<file path="src/rtl/adder_arbiter.sv">
`default_nettype none
// adder_arbiter: round-robin arbiter in front of one registered adder/subtractor with a valid/ready result.
// Optional feature: define ADDER_ARB_OVERFLOW_EN to build the registered signed-overflow flag.
module adder_arbiter #(
    parameter int NUM_REQ = 4,
    parameter int DATA_W  = 32,
    parameter int ID_W    = 2
) (
    input  logic                      clk_in,
    input  logic                      rst_n_in,
    input  logic [NUM_REQ-1:0]        req_in,
    input  logic [NUM_REQ-1:0]        sub_in,
    input  logic [NUM_REQ*DATA_W-1:0] op_a_in,
    input  logic [NUM_REQ*DATA_W-1:0] op_b_in,
    output logic [NUM_REQ-1:0]        gnt_out,
    output logic                      res_valid_out,
    input  logic                      res_ready_in,
    output logic [DATA_W-1:0]         res_data_out,
    output logic [ID_W-1:0]           res_id_out,
    output logic                      res_carry_out,
    output logic                      res_ovf_out
);

    typedef enum logic {
        EMPTY = 1'b0,
        FULL  = 1'b1
    } state_t;

    state_t              state_q, state_d;
    logic [ID_W-1:0]     ptr_q, ptr_d;
    logic [DATA_W-1:0]   data_q;
    logic [ID_W-1:0]     id_q;
    logic                carry_q;

    logic                accept;
    logic                found;
    logic                grant;
    logic [ID_W-1:0]     win;
    logic [ID_W:0]       cand;
    logic [NUM_REQ-1:0]  req_rot;
    logic [DATA_W-1:0]   op_a;
    logic [DATA_W-1:0]   op_b_eff;
    logic                sub_sel;
    logic [DATA_W:0]     sum;

    assign accept  = (state_q == EMPTY) || res_ready_in;
    // Rotating a doubled copy puts the pointer's requester at bit 0.
    assign req_rot = NUM_REQ'({req_in, req_in} >> ptr_q);

    always_comb begin
        found = 1'b0;
        win   = '0;
        cand  = '0;
        for (int i = 0; i < NUM_REQ; i++) begin
            if (!found && req_rot[i]) begin
                found = 1'b1;
                cand  = {1'b0, ptr_q} + (ID_W+1)'(i);
                if (cand >= (ID_W+1)'(NUM_REQ)) begin
                    cand = cand - (ID_W+1)'(NUM_REQ);
                end
                win = cand[ID_W-1:0];
            end
        end
    end

    assign grant   = rst_n_in && accept && found;
    assign gnt_out = grant ? (NUM_REQ'(1) << win) : '0;

    always_comb begin
        op_a    = '0;
        op_b_eff = '0;
        sub_sel = 1'b0;
        for (int i = 0; i < NUM_REQ; i++) begin
            if (win == ID_W'(i)) begin
                op_a     = op_a_in[i*DATA_W +: DATA_W];
                sub_sel  = sub_in[i];
                op_b_eff = sub_in[i] ? ~op_b_in[i*DATA_W +: DATA_W] : op_b_in[i*DATA_W +: DATA_W];
            end
        end
    end

    assign sum = {1'b0, op_a} + {1'b0, op_b_eff} + {{DATA_W{1'b0}}, sub_sel};

    always_comb begin
        state_d = state_q;
        ptr_d   = ptr_q;
        if (grant) begin
            state_d = FULL;
            ptr_d   = (win == ID_W'(NUM_REQ - 1)) ? '0 : win + 1'b1;
        end else if (state_q == FULL && res_ready_in) begin
            state_d = EMPTY;
        end
    end

    always_ff @(posedge clk_in or negedge rst_n_in) begin
        if (!rst_n_in) begin
            state_q <= EMPTY;
            ptr_q   <= '0;
            data_q  <= '0;
            id_q    <= '0;
            carry_q <= 1'b0;
        end else begin
            state_q <= state_d;
            ptr_q   <= ptr_d;
            if (grant) begin
                data_q  <= sum[DATA_W-1:0];
                id_q    <= win;
                carry_q <= sum[DATA_W];
            end
        end
    end

`ifdef ADDER_ARB_OVERFLOW_EN
    logic ovf_q;
    logic ovf_d;

    assign ovf_d = (op_a[DATA_W-1] == op_b_eff[DATA_W-1]) && (sum[DATA_W-1] != op_a[DATA_W-1]);

    always_ff @(posedge clk_in or negedge rst_n_in) begin
        if (!rst_n_in) begin
            ovf_q <= 1'b0;
        end else if (grant) begin
            ovf_q <= ovf_d;
        end
    end

    assign res_ovf_out = ovf_q;
`else
    assign res_ovf_out = 1'b0;
`endif

    assign res_valid_out = (state_q == FULL);
    assign res_data_out  = data_q;
    assign res_id_out    = id_q;
    assign res_carry_out = carry_q;

endmodule
`default_nettype wire

</file>
<file path="config.mk">
export PLATFORM = sky130hd
export DESIGN_NAME = adder_arbiter
export DESIGN_NICKNAME = d
export VERILOG_FILES = /design/src/rtl/adder_arbiter.sv
export SDC_FILE = /design/constraint.sdc
export NUM_CORES = 1
export LEC_CHECK = 0
export CAP_MARGIN = 20
export CORE_MARGIN = 3
export CORE_UTILIZATION = 45
export DETAILED_ROUTE_END_ITERATION = 10
export PLACE_DENSITY = 0.95
export SETUP_SLACK_MARGIN = 0.4
export SLEW_MARGIN = 30
export SYNTH_ARGS = -nofsm -noshare
export SYNTH_HDL_FRONTEND = slang
export SYNTH_SLANG_ARGS = --single-unit
</file>
<file path="constraint.sdc">
create_clock -name clk_in -period 11.7 [get_ports clk_in]
set_input_delay 2.34 -clock clk_in [delete_from_list [all_inputs] [get_ports clk_in]]
set_output_delay 2.34 -clock clk_in [all_outputs]
set_load 0.01 [all_outputs]
</file>
* Word level (Yosys, flattened, before mapping)
Cells that the tools add are included.
** Word-level totals
- Flip-flop bits (word level) :: 38
- Bits of input ports :: 267
- Output and inout bits :: 41
- Logic and storage cells :: 73
** Cells by class
- Add/subtract/negate cells :: 10
- Magnitude comparators :: 4
- Equal/unequal tests :: 3
- Shifts and indexed selects :: 2
- Multiplexer cells :: 32
- Bitwise gates (word level) :: 5
- Reductions and logical operators :: 12
** Operators by type and width (number)
- $mux 32 :: 12
- $not 32->32 :: 4
- $add 32x32->33 :: 1
- $add 33x1->33 :: 1
- $mux 2 :: 9
- $mux 1 :: 10
- $ge 3x3->1 const B :: 3
- $shr 8x2->4 :: 1
- $sub 2x1->2 const B :: 4
- $add 2x2->3 const B :: 2
- $logic_and 1x1->1 :: 6
- $eq 2x2->1 const B :: 2
- $mux 4 :: 1
- $shl 1x2->4 const A :: 1
- $add 2x1->3 const B :: 1
- $ge 2x3->1 const B :: 1
- $logic_not 1->1 :: 3
- $add 2x1->2 const B :: 1
- $eq 2x1->1 const B :: 1
- $logic_not 2->1 :: 1
- $reduce_bool 2->1 :: 1
- $logic_or 1x1->1 :: 1
- $not 1->1 :: 1

* Longest topological paths before layout
Gate-level depths: netlist of run 1.
- Word-level depth :: 18
- Gate-level depth with buffers :: 24
- Depth with buffers taken out :: 23

* Worst setup path after synthesis of run 1
Ideal clock, no wire load.
- Path kind :: in2reg
- From :: in req_in[3]
- To :: reg data_q[22], in the netlist res_data_out[22]
- Library setup time :: 0.134 ns
- Arrival time :: 6.294 ns
- Required time :: 11.566 ns
- Path slack :: 5.272 ns
- Stages on the path :: 21
- Path buffers :: 2
- Cells stage by stage :: o21ai_0 -> o31a_1 -> o21ai_0 -> o21ai_0 -> ha_1 -> clkbuf_1 -> nor2b_1 -> clkbuf_1 -> a221oi_1 -> a211oi_1 -> a21oi_1 -> fa_1 -> fa_1 -> nor2b_1 -> o31a_1 -> o31ai_1 -> o211ai_1 -> a21oi_1 -> o21bai_1 -> xnor2_1 -> o21ai_0
** On the way
- Word-level cells in the longest chain between the ends :: 18
- Elaborated cells between the ends (all ways) :: 34
- Those cells by class :: 2 x add/sub; 3 x eq/ne; 1 x shift; 20 x mux; 8 x reduce/logical
** Ends and longest elaborated chain
- start, declared :: RTL line 11 : input logic [NUM_REQ-1:0] req_in,
- $shr 8x2->4 * :: RTL line 48 : assign req_rot = NUM_REQ'({req_in, req_in} >> ptr_q);
- $mux 1 :: RTL line 55 : if (!found && req_rot[i]) begin
- $logic_not 1->1 :: RTL line 55
- $logic_and 1x1->1 :: RTL line 55
- $mux 1 :: RTL line 55
- $logic_not 1->1 :: RTL line 55
- $logic_and 1x1->1 :: RTL line 55
- $mux 1 :: RTL line 55
- $logic_not 1->1 :: RTL line 55
- $logic_and 1x1->1 :: RTL line 55
- $mux 2 :: RTL line 55
- $logic_not 2->1 :: RTL line 74 : if (win == ID_W'(i)) begin
- $mux 32 (4 in a row) :: RTL line 74
- $add 32x32->33 :: RTL line 82 : assign sum = {1'b0, op_a} + {1'b0, op_b_eff} + {{DATA_W{1'b0}}, sub_sel};
- $add 33x1->33 :: RTL line 82
- end signal, assigned :: RTL line 106 : data_q <= sum[DATA_W-1:0];
- end, declared :: RTL line 31 : logic [DATA_W-1:0] data_q;
Every way passes the cells marked *; elsewhere a longest branch is shown, timed or not.
A chain may end at the register's enable or synchronous reset.

* Worst setup path in the final report of run 1
- From :: in req_in[1]
- To :: reg carry_q, in the netlist res_carry_out
** On the way
- Word-level cells in the longest chain between the ends :: 18
- Elaborated cells between the ends (all ways) :: 34
- Those cells by class :: 2 x add/sub; 3 x eq/ne; 1 x shift; 20 x mux; 8 x reduce/logical
** Ends and longest elaborated chain
- $shr 8x2->4 * :: RTL line 48
- $mux 1 :: RTL line 55
- $logic_not 1->1 :: RTL line 55
- $logic_and 1x1->1 :: RTL line 55
- $mux 1 :: RTL line 55
- $logic_not 1->1 :: RTL line 55
- $logic_and 1x1->1 :: RTL line 55
- $mux 1 :: RTL line 55
- $logic_not 1->1 :: RTL line 55
- $logic_and 1x1->1 :: RTL line 55
- $mux 2 * :: RTL line 55
- via win[1] :: RTL line 38 : logic [ID_W-1:0] win;
- $logic_not 2->1 :: RTL line 74
- $mux 32 (4 in a row) :: RTL line 74
- $add 32x32->33 :: RTL line 82
- $add 33x1->33 * :: RTL line 82
- end signal, assigned :: RTL line 108 : carry_q <= sum[DATA_W];
- end, declared :: RTL line 33 : logic carry_q;
Mark *: on every way through the listed nets, which the timed path passes. The rest lies on a longest branch.

==> results of run 1 <==
[worst max-delay path by stage]
| stage | endpoint | slack, ps | depth (start not counted) |
|---|---|---|---|
| after global placement | res_data_out[28] | 3770 | 20 |
| after floorplan | res_data_out[22] | 5270 | 21 |
| final | res_carry_out | 3780 | 21 |
| after CTS | res_carry_out | 3760 | 20 |
| after global routing | res_data_out[30] | 3230 | 21 |
| after detailed placement | res_carry_out | 3480 | 20 |
[area by class of cell]
cell class	instances	area, um2
Timing Repair Buffer	313	3110
Fill cell	1061	3930
Inverter	15	56.3
Tap cell	176	220
Multi-Input combinational cell	767	5080
Clock buffer	6	139
Sequential cell	38	951
Clock inverter	2	12.5
[layout by cell type (no fill, tap or decap), types with 2 or more instances in the layout]
master	netlist	layout
sky130_fd_sc_hd__a21oi_1	96	96
sky130_fd_sc_hd__o31a_1	5	5
sky130_fd_sc_hd__o21ai_0	72	72
sky130_fd_sc_hd__buf_2	0	5
sky130_fd_sc_hd__xnor2_1	41	41
sky130_fd_sc_hd__dfrtp_1	38	38
sky130_fd_sc_hd__xor2_1	104	104
sky130_fd_sc_hd__clkbuf_16	0	5
sky130_fd_sc_hd__o211ai_1	7	7
sky130_fd_sc_hd__o21a_1	10	10
sky130_fd_sc_hd__nor2_1	81	81
sky130_fd_sc_hd__fa_1	2	2
sky130_fd_sc_hd__inv_1	15	15
sky130_fd_sc_hd__a211oi_1	37	37
sky130_fd_sc_hd__nor2b_1	4	3
sky130_fd_sc_hd__a21o_1	51	51
sky130_fd_sc_hd__a221oi_1	32	32
sky130_fd_sc_hd__nor3_1	6	6
sky130_fd_sc_hd__a21boi_0	3	3
sky130_fd_sc_hd__o21ai_1	2	2
sky130_fd_sc_hd__o21bai_1	4	4
sky130_fd_sc_hd__o31ai_1	9	9
sky130_fd_sc_hd__nand3_1	8	8
sky130_fd_sc_hd__nand2b_1	4	4
sky130_fd_sc_hd__a31oi_1	3	3
sky130_fd_sc_hd__and3_1	4	4
sky130_fd_sc_hd__o41ai_1	2	2
sky130_fd_sc_hd__clkdlybuf4s50_1	0	301
sky130_fd_sc_hd__ha_4	0	3
sky130_fd_sc_hd__or3_2	2	2
sky130_fd_sc_hd__ha_1	35	32
sky130_fd_sc_hd__and2_1	6	6
sky130_fd_sc_hd__nand2_1	108	108
sky130_fd_sc_hd__and3_2	4	4
sky130_fd_sc_hd__nand4_1	2	2
sky130_fd_sc_hd__buf_4	2	6
sky130_fd_sc_hd__a2111o_1	2	2
[report_power, final]
group	internal (mW)	switching (mW)
clock	0.0842	0.0509
combinational	0.719	0.926
sequential	0.194	0.0387
total	0.997	1.02
[cells by family (layout without fill, tap and decap cells)]
| family | Yosys count | in the layout |
|---|---|---|
| compound gates | 343 | 343 |
| xor+xnor | 145 | 145 |
| fa+ha+maj | 37 | 37 |
| buf+inv | 91 | 336 |
| flops | 38 | 38 |
| mux | 2 | 2 |
| other cells | 1 | 1 |
| simple gates | 239 | 239 |
[metal layers]
metal	up-vias	wire, um
li1	3669	-
met4	0	524
met1	3448	10100
met5	-	0
met2	413	11400
met3	41	1970
[sequential cells by signal (all words and copies together), names as in the netlist]
register	count
ptr_q	2
res_valid_out	1
res_carry_out	1
res_id_out	2
res_data_out	32
[critical path, delay by kind of cell]
| kind | cells | cell delay, ps |
|---|---|---|
| compound gates | 12 | 2990 |
| buf+inv | 3 | 1470 |
| fa+ha+maj | 3 | 1010 |
| simple gates | 3 | 230 |
==> results.yml, run 1 <==
drt:
  detail_route.vias_per_cell: 5.75
  antenna_violating_nets_post_route: 0
  drtPass1Iterations: 5
  drt-total-wl_um: 24000
  num_vias: 7571
  count_of_routing_violations_after_the_opening_detailed_route_iteration: 570
  detailed_route_drc_error_count: 0
  avgRoutedWirePerCell_um: 18.3
power_and_ir_drop:
  power_mw: 2.01
  power_leakage_nw: 4.09
  power_density_nw_per_um2: 210
  vdd_drop_max_mv: 0.108
grt:
  grt_use_met1: 0.384
  via_count_of_the_first_global_routing_pass: 7053
  grt_util_met2: 0.493
  top_usage_layer: "met2"
  global_route_congestion_overflow_total: 0
  grt_first_pass_wirelength_um: 37100
  grt_max_degree: 101
  met3_usage_in_global_routing: 0.0515
  groute.usage.overall: 0.288
  antenna_found_initial: 0
timing:
  fin_worst_skew_ps: 7.58
  headroom_to_the_max_slew_limit: 0.351
  timing.hold.ws_ps: 477
  fmax_mhz: 126
  slew_violations: 0
  final_number_of_setup_violating_endpoints: 0
  worst-slew-pin-transition_ps: 974
  rsz0062_at_grt: "no"
  postLayoutSetupSlackWorst_ps: 3780
  final_period_minus_worst_setup_slack_ps: 7920
  final-hold-violation-count: 0
  finalCritPeriodShare: 0.677
  setup_total_neg_slack_ps: 0
worst_setup_path:
  setup.reg_to_reg.worst_slack_ps: 5880
  critical_path_required_time_ps: 11850
  path_cells: "clkdlybuf4s50_1 > o31a_1 > o21ai_0 > o21ai_0 > inv_1 > ha_4 > buf_4 > nor2_1 > a21oi_1 > nor2_1 > a21oi_1 > fa_1 > fa_1 > nor2b_1 > o31a_1 > o31ai_1 > o21ai_1 > a211oi_1 > o21ai_1 > a21oi_1 > o22ai_1"
  rr_worst_depth: 21
  timing.critical_path.mode_cell: "sky130_fd_sc_hd__a21oi_1"
  worst-setup-path-type: "in -> reg"
  critPathCaptureType: "flop"
  worstPathArrival_ps: 8070
  regToRegStartpoint: "ptr_q[0]"
  cp-start-kind: "primary input"
  worst_reg2reg_path_endpoint: "res_carry_out"
  cpMaxStageDelayCell: "sky130_fd_sc_hd__buf_4"
  crit_fanout: 89
  worst_path_largest_cell_delay_ps: 770
  startpoint: "req_in[1]"
clock_tree:
  insertion_delay_ps: 280
  cts-buffers-inserted: 5
  root_buffer: "sky130_fd_sc_hd__clkbuf_16"
  clock_sinks: 38
  tritoncts: "done"
  post_cts.resized_instances: 0
  htree_num_levels: 2
  postCtsSetupRepairBufs: 0
  ctsLongestPathBuffers: 2
  holdBufCountCts: 0
  clkSlewWorstSetupHoldPaths_ps: 50
die:
  dieArea_um2: 15600
  floorplan.die.height_um: 125
  die_width_um: 125
  ios: 308
  placement_rows: 42
  initial_core_util: 0.470
  area_of_the_core_um2: 13500
synthesis:
  synth-async-reset-ratio: 1.00
  post_synth.cell_area_avg_um2: 7.09
  yosys.cell_count.top_type: "sky130_fd_sc_hd__nand2_1"
  synthCells: 896
  yosys_most_used_dff: "sky130_fd_sc_hd__dfrtp_1"
  synth_warnings: 0
  synth.lib_cells_used.distinct: 58
  yosysSeqAreaShare: 0.150
  post_synthesis_share_of_cell_area_spent_on_and_or_nand_and_nor_gates: 0.162
  netlist_top_cells_count: "108 x sky130_fd_sc_hd__nand2_1, 104 x sky130_fd_sc_hd__xor2_1, 96 x sky130_fd_sc_hd__a21oi_1, 81 x sky130_fd_sc_hd__nor2_1, 72 x sky130_fd_sc_hd__o21ai_0"
  synth_compound_area_frac: 0.353
  synthDominantCellAreaShare: 0.150
  yosys.area.top_type: "sky130_fd_sc_hd__dfrtp_1"
  postSynthRegisterBits: 38
  netlist_top_cells_area: "sky130_fd_sc_hd__dfrtp_1 15%, sky130_fd_sc_hd__xor2_1 14%, sky130_fd_sc_hd__a21oi_1 7.6%, sky130_fd_sc_hd__ha_1 6.9%, sky130_fd_sc_hd__nand2_1 6.4%"
  netlist_area_um2: 6350
  synth-edff-count: 0
  synthXorXnorAreaFrac: 0.200
  synth_top_family_by_area: "compound AO/OA/AOI/OAI gates"
  yosys.area_share.adder: 0.0752
  synth_mux_area_frac: 0.00335
  mappedNetlistNets: 1200
finish:
  diodes: 0
  final_core_utilization: 0.709
  fin_nets: 1444
  finish.instance_area_um2: 9570
  fin_cells: 1317
  drive_gt1_frac: 0.0333
  area_growth_pct: 50.7
placed_design:
  detailedPlace.worstSlack_ps: 3480
  port_buffers: 306
  placement.cell_area_um2: 9400
  dpl.hpwl_um: 19100
  dp_cells: 1308
  finalWeightedCongestion: 0.957
hold_path:
  whs_endpoint: "res_id_out[0]"
  hold_path_startpoint: "res_id_out[0]"
  holdPathStages: 2
  hold_class: "reg -> reg"
run_status:
  run_status: "finished clean"
job:
  maxCapViolations: 0
Power figures use the tool's default switching activity.
==> inputs of run 2 (changes only) <==
- CORE_UTILIZATION: 45 -> 42
- PLACE_DENSITY: 0.95 -> 0.9
- clock period: 11.7 -> 8.21 ns (I/O delays scaled with it)
==> run 2 against run 1 <==
  * Register-to-register slack got worse by 3000 ps
  * Critical endpoint is now gnt_out[3]
  * Critical path type is now in -> out
  * Non-clock buffer count rose by 2
  * Sequential power rose by 42%
==> results.yml, run 2 (synthesis gave the netlist of run 1 again) <==
run_status:
  run_status: "finished clean"
timing:
  final-hold-violation-count: 0
  finalCritPeriodShare: 0.836
  final_number_of_setup_violating_endpoints: 0
  worst-slew-pin-transition_ps: 1000
  fin_worst_skew_ps: 4.50
  setup_total_neg_slack_ps: 0
  headroom_to_the_max_slew_limit: 0.324
  timing.hold.ws_ps: 475
  postLayoutSetupSlackWorst_ps: 1340
  final_period_minus_worst_setup_slack_ps: 6870
  fmax_mhz: 146
  rsz0062_at_grt: "no"
  slew_violations: 0
die:
  area_of_the_core_um2: 14600
  floorplan.die.height_um: 129
  placement_rows: 44
  dieArea_um2: 16600
  ios: 308
  die_width_um: 129
  initial_core_util: 0.434
hold_path:
  holdPathStages: 2
  hold_class: "reg -> reg"
  hold_path_startpoint: "res_data_out[8]"
  whs_endpoint: "res_data_out[8]"
grt:
  global_route_congestion_overflow_total: 0
  grt_first_pass_wirelength_um: 37000
  grt_max_degree: 79
  antenna_found_initial: 0
  groute.usage.overall: 0.279
  via_count_of_the_first_global_routing_pass: 6922
clock_tree:
  holdBufCountCts: 0
  ctsLongestPathBuffers: 2
  cts-buffers-inserted: 5
  root_buffer: "sky130_fd_sc_hd__clkbuf_16"
  postCtsSetupRepairBufs: 0
  clkSlewWorstSetupHoldPaths_ps: 60
  tritoncts: "done"
  htree_num_levels: 2
  post_cts.resized_instances: 0
  insertion_delay_ps: 280
  clock_sinks: 38
drt:
  detail_route.vias_per_cell: 5.63
  avgRoutedWirePerCell_um: 18.3
  drt-total-wl_um: 24300
  count_of_routing_violations_after_the_opening_detailed_route_iteration: 532
  num_vias: 7475
  detailed_route_drc_error_count: 0
  antenna_violating_nets_post_route: 0
  drtPass1Iterations: 5
power_and_ir_drop:
  power_leakage_nw: 4.12
  power_mw: 2.92
  vdd_drop_max_mv: 0.154
  power_density_nw_per_um2: 303
worst_setup_path:
  path_cells: "clkdlybuf4s50_1 > mux2i_1 > a21o_1 > a31oi_1 > ha_4 > buf_4 > and2_1 > clkdlybuf4s50_1"
  timing.critical_path.mode_cell: "sky130_fd_sc_hd__clkdlybuf4s50_1"
  setup.reg_to_reg.worst_slack_ps: 2850
  critical_path_required_time_ps: 6570
  worst_reg2reg_path_endpoint: "res_data_out[30]"
  startpoint: "req_in[3]"
  worst_path_largest_cell_delay_ps: 750
  cpMaxStageDelayCell: "sky130_fd_sc_hd__ha_4"
  rr_worst_depth: 20
  regToRegStartpoint: "ptr_q[1]"
  cp-start-kind: "primary input"
  critPathCaptureType: "primary output"
  worstPathArrival_ps: 5230
  crit_fanout: 78
  worst-setup-path-type: "in -> out"
finish:
  fin_nets: 1446
  final_core_utilization: 0.658
  multi_input_area_um2: 5080
  diodes: 0
  area_growth_pct: 51.6
  drive_gt1_frac: 0.0350
  largest_reg_flops: 32
  n_fill_cell: 1270
  mostFrequentLayoutCell: "sky130_fd_sc_hd__clkdlybuf4s50_1"
  regArea_um2: 951
  layout.cells.most_common_list: "301 x sky130_fd_sc_hd__clkdlybuf4s50_1, 108 x sky130_fd_sc_hd__nand2_1, 104 x sky130_fd_sc_hd__xor2_1, 96 x sky130_fd_sc_hd__a21oi_1, 81 x sky130_fd_sc_hd__nor2_1"
job:
  maxCapViolations: 0
placed_design:
  port_buffers: 306
  finalWeightedCongestion: 0.998
  dpl.hpwl_um: 19800
  detailedPlace.worstSlack_ps: 1250
==> run 2: cell types whose count changed in the layout (fill, tap and decap cells not counted), sizes merged <==
cell      before  now
buf           12   14
bufinv         0    2
clkinv         1    0
clkinvlp       1    0
==> run 2: area by class of cell <==
type	instances	area share
Multi-Input combinational cell	767	0.528
Sequential cell	38	0.0988
Clock inverter	2	0.00624
Inverter	15	0.00585
Clock buffer	6	0.0144
Timing Repair Buffer	315	0.323
Tap cell	184	0.0239
==> run 2: worst max-delay path: cells and delay by family <==
family | cells | cell delay (ps)
and+or+nand+nor | 1 | 200
adders and majority gates | 1 | 750
AOI/OAI and AO/OA | 2 | 850
buffers and inverters | 3 | 1630
muxes | 1 | 100
==> run 2: where the power goes <==
| group | switching, mW | internal [mW] | total [mW] |
|---|---|---|---|
| registers | 0.0534 | 0.276 | 0.330 |
| clock network | 0.0767 | 0.182 | 0.259 |
| logic | 1.31 | 1.02 | 2.33 |
| total | 1.44 | 1.48 | 2.92 |
==> run 2: worst max-delay path by stage <==
stage	end	cells after the start	slack, ps
floorplan	res_data_out[22]	21	2480
global placement	res_data_out[28]	20	1430
detailed placement	res_data_out[30]	20	1250
global route	res_data_out[28]	20	1110
CTS	gnt_out[3]	8	1390
finish	gnt_out[3]	8	1340
==> run 2: per-layer routing <==
metal	vias up	track usage	wire, um
met2	338	0.461	11600
met4	0	0.0519	403
met5	-	0	0
li1	3670	-	-
met1	3437	0.394	10500
met3	30	0.0357	1790
==> run 2: per-stage QoR <==
step / cells / area, um2
finish: 1327 / 9630
global route: 1327 / 9630
CTS: 1327 / 9630
detailed placement: 1319 / 9430
global placement: 1319 / 9430
floorplan: 896 / 6350
==> inputs of run 3 (changes only) <==
- clock period: 8.21 -> 6.4 ns (I/O delays scaled with it)
==> run 3 against run 2 <==
  * Wire length is 2.2% higher
  * Final area up 2.0%
  * Count of clock-buffer cells in the layout decreased by 1
  * First-iteration DRC count fell by 6.2%
  * Clock skew is 4.9 ps higher
  * Worst setup slack lost 680 ps
  * Sequential power grew 29%
  * Largest power group unchanged
==> results.yml, run 3 (synthesis gave the netlist of run 1 again) <==
worst_setup_path:
  cp_num_cells: 20
  worst-setup-path-type: "in -> reg"
  critPathCaptureType: "flop"
  total_buffers_and_inverters_traversed_by_the_critical_path: 4
  cpMaxStageDelayCell: "sky130_fd_sc_hd__or4_1"
  critical_path_required_time_ps: 6600
  worst_reg2reg_path_endpoint: "res_data_out[31]"
  path_cells: "clkdlybuf4s50_1 > o31a_1 > o21ai_0 > o21ai_0 > buf_4 > inv_1 > ha_4 > buf_4 > a221oi_1 > a211oi_1 > a21o_1 > ha_1 > nor2b_4 > o31a_1 > o31a_4 > o2111ai_4 > a21oi_2 > o211a_1 > or4_1 > o211ai_1"
  worstPathArrival_ps: 5940
  startpoint: "req_in[1]"
  setup.reg_to_reg.worst_slack_ps: 1720
  crit_fanout: 20
  worst_path_largest_cell_delay_ps: 510
  cp-start-kind: "primary input"
  critPathTopFamily: "compound AO/OA/AOI/OAI gates"
  regToRegStartpoint: "ptr_q[0]"
  rr_worst_depth: 20
hold_path:
  holdPathStages: 1
  hold_path_startpoint: "res_data_out[4]"
  hold_class: "reg -> reg"
  whs_endpoint: "res_data_out[4]"
power_and_ir_drop:
  proportion_of_total_power_due_to_net_switching: 0.502
  power_density_nw_per_um2: 386
  vdd_drop_max_mv: 0.167
  p_int_mw: 1.89
  share_comb_of_total_power: 0.824
  total_switching_power_mw: 1.90
  pwr-share-seq: 0.112
  power_leakage_nw: 4.21
  power_frac_clock: 0.063
timing:
  slew_violations: 0
  headroom_to_the_max_slew_limit: 0.588
  finalCritPeriodShare: 0.896
  final_period_minus_worst_setup_slack_ps: 5730
  setup_total_neg_slack_ps: 0
  timing.hold.ws_ps: 479
  worst-slew-pin-transition_ps: 619
  fmax_mhz: 174
  fin_worst_skew_ps: 9.37
  final-hold-violation-count: 0
  rsz0062_at_grt: "yes"
  final_number_of_setup_violating_endpoints: 0
die:
  floorplan.die.height_um: 129
  die_width_um: 129
  initial_core_util: 0.434
  ios: 308
  placement_rows: 44
  area_of_the_core_um2: 14600
  dieArea_um2: 16600
finish:
  regArea_um2: 951
  finish.instance_area_um2: 9820
  largest_reg_flops: 32
  diodes: 0
  fin_cells: 1346
  multi_input_area_um2: 5120
  n_fill_cell: 1185
  final_core_utilization: 0.671
  drive_gt1_frac: 0.0559
  layout.cells.most_common_list: "301 x sky130_fd_sc_hd__clkdlybuf4s50_1, 108 x sky130_fd_sc_hd__nand2_1, 104 x sky130_fd_sc_hd__xor2_1, 94 x sky130_fd_sc_hd__a21oi_1, 81 x sky130_fd_sc_hd__nor2_1"
  mostFrequentLayoutCell: "sky130_fd_sc_hd__clkdlybuf4s50_1"
  fin_nets: 1466
  area_growth_pct: 54.6
placed_design:
  dpl.hpwl_um: 20000
  dp_cells: 1331
  port_buffers: 306
  finalWeightedCongestion: 1.03
  placement.cell_area_um2: 9570
clock_tree:
  cts-buffers-inserted: 5
  root_buffer: "sky130_fd_sc_hd__clkbuf_16"
  tritoncts: "done"
  ctsLongestPathBuffers: 2
  clkSlewWorstSetupHoldPaths_ps: 60
  htree_num_levels: 2
  clock_sinks: 38
  insertion_delay_ps: 280
grt:
  groute.usage.overall: 0.281
  global_route_congestion_overflow_total: 0
  via_count_of_the_first_global_routing_pass: 7116
  antenna_found_initial: 0
  grt_max_degree: 69
  grt_first_pass_wirelength_um: 37500
drt:
  avgRoutedWirePerCell_um: 18.5
  antenna_violating_nets_post_route: 0
  drt-total-wl_um: 24800
  detailed_route_drc_error_count: 0
  num_vias: 7639
  detail_route.vias_per_cell: 5.68
  drtPass1Iterations: 7
  count_of_routing_violations_after_the_opening_detailed_route_iteration: 499
run_status:
  run_status: "finished clean"
job:
  maxCapViolations: 0
## run 3: cell types whose count changed in the layout (fill, tap and decap cells not counted), sizes merged
cell and delta:
clkinv +2, buf +19, bufinv -2
## run 3: worst reg2reg max path: cells and delay by family, from the launching register on
kind            cells  cell delay (ps)
compound gates     12             2400
fa+ha+maj           2              520
buf+inv             4              700
flops               1              370
simple gates        2              640
## run 3: how the worst max path moves through the flow
stage | slack (ps) | endpoint
after detailed placement | 140 | res_data_out[31]
after floorplan | 1030 | res_data_out[22]
after global routing | 360 | res_data_out[26]
final | 670 | res_data_out[31]
after global placement | 300 | res_data_out[31]
after CTS | 410 | res_data_out[31]
## run 3: cell type report
class	count	area share
Timing Repair Buffer	335	0.339
Tap cell	184	0.0234
Inverter	15	0.00573
Clock buffer	5	0.0127
Clock inverter	2	0.00102
Multi-Input combinational cell	767	0.521
Sequential cell	38	0.0968
## run 3: stage by stage
| stage | setup slack (ps) | power (mW) |
|---|---|---|
| floorplan | 1030 | 2.37 |
| CTS | 411 | 3.66 |
| detailed placement | 144 | 3.39 |
| global placement | 304 | 3.32 |
| global route | 362 | 4.09 |
| finish | 666 | 3.79 |
## run 3: power groups by stage
stage | clock (mW) | combinational, mW | sequential, mW
after floorplan | 0 | 1.91 | 0.463
after global placement | 0 | 2.90 | 0.424
after detailed placement | 0 | 2.97 | 0.427
after CTS | 0.241 | 3.00 | 0.424
after global routing | 0.252 | 3.40 | 0.440
final | 0.239 | 3.12 | 0.426
## run 3: timing repair
action / CTS / global route
buffers inserted: 0 / 8
endpoints found under the setup margin: 0 / 19
hold buffers: 0 / 0
resized for setup: 0 / 9
hold endpoints to repair: 0 / 0
## run 3: metal layers
| metal | routed length [um] | vias up | global-route usage | part of all wire |
|---|---|---|---|---|
| met5 | 0 | - | 0 | 0 |
| met4 | 365 | 0 | 0.0531 | 0.015 |
| met3 | 1870 | 31 | 0.0407 | 0.075 |
| met2 | 11900 | 356 | 0.462 | 0.48 |
| met1 | 10700 | 3547 | 0.394 | 0.43 |
| li1 | - | 3705 | - | - |
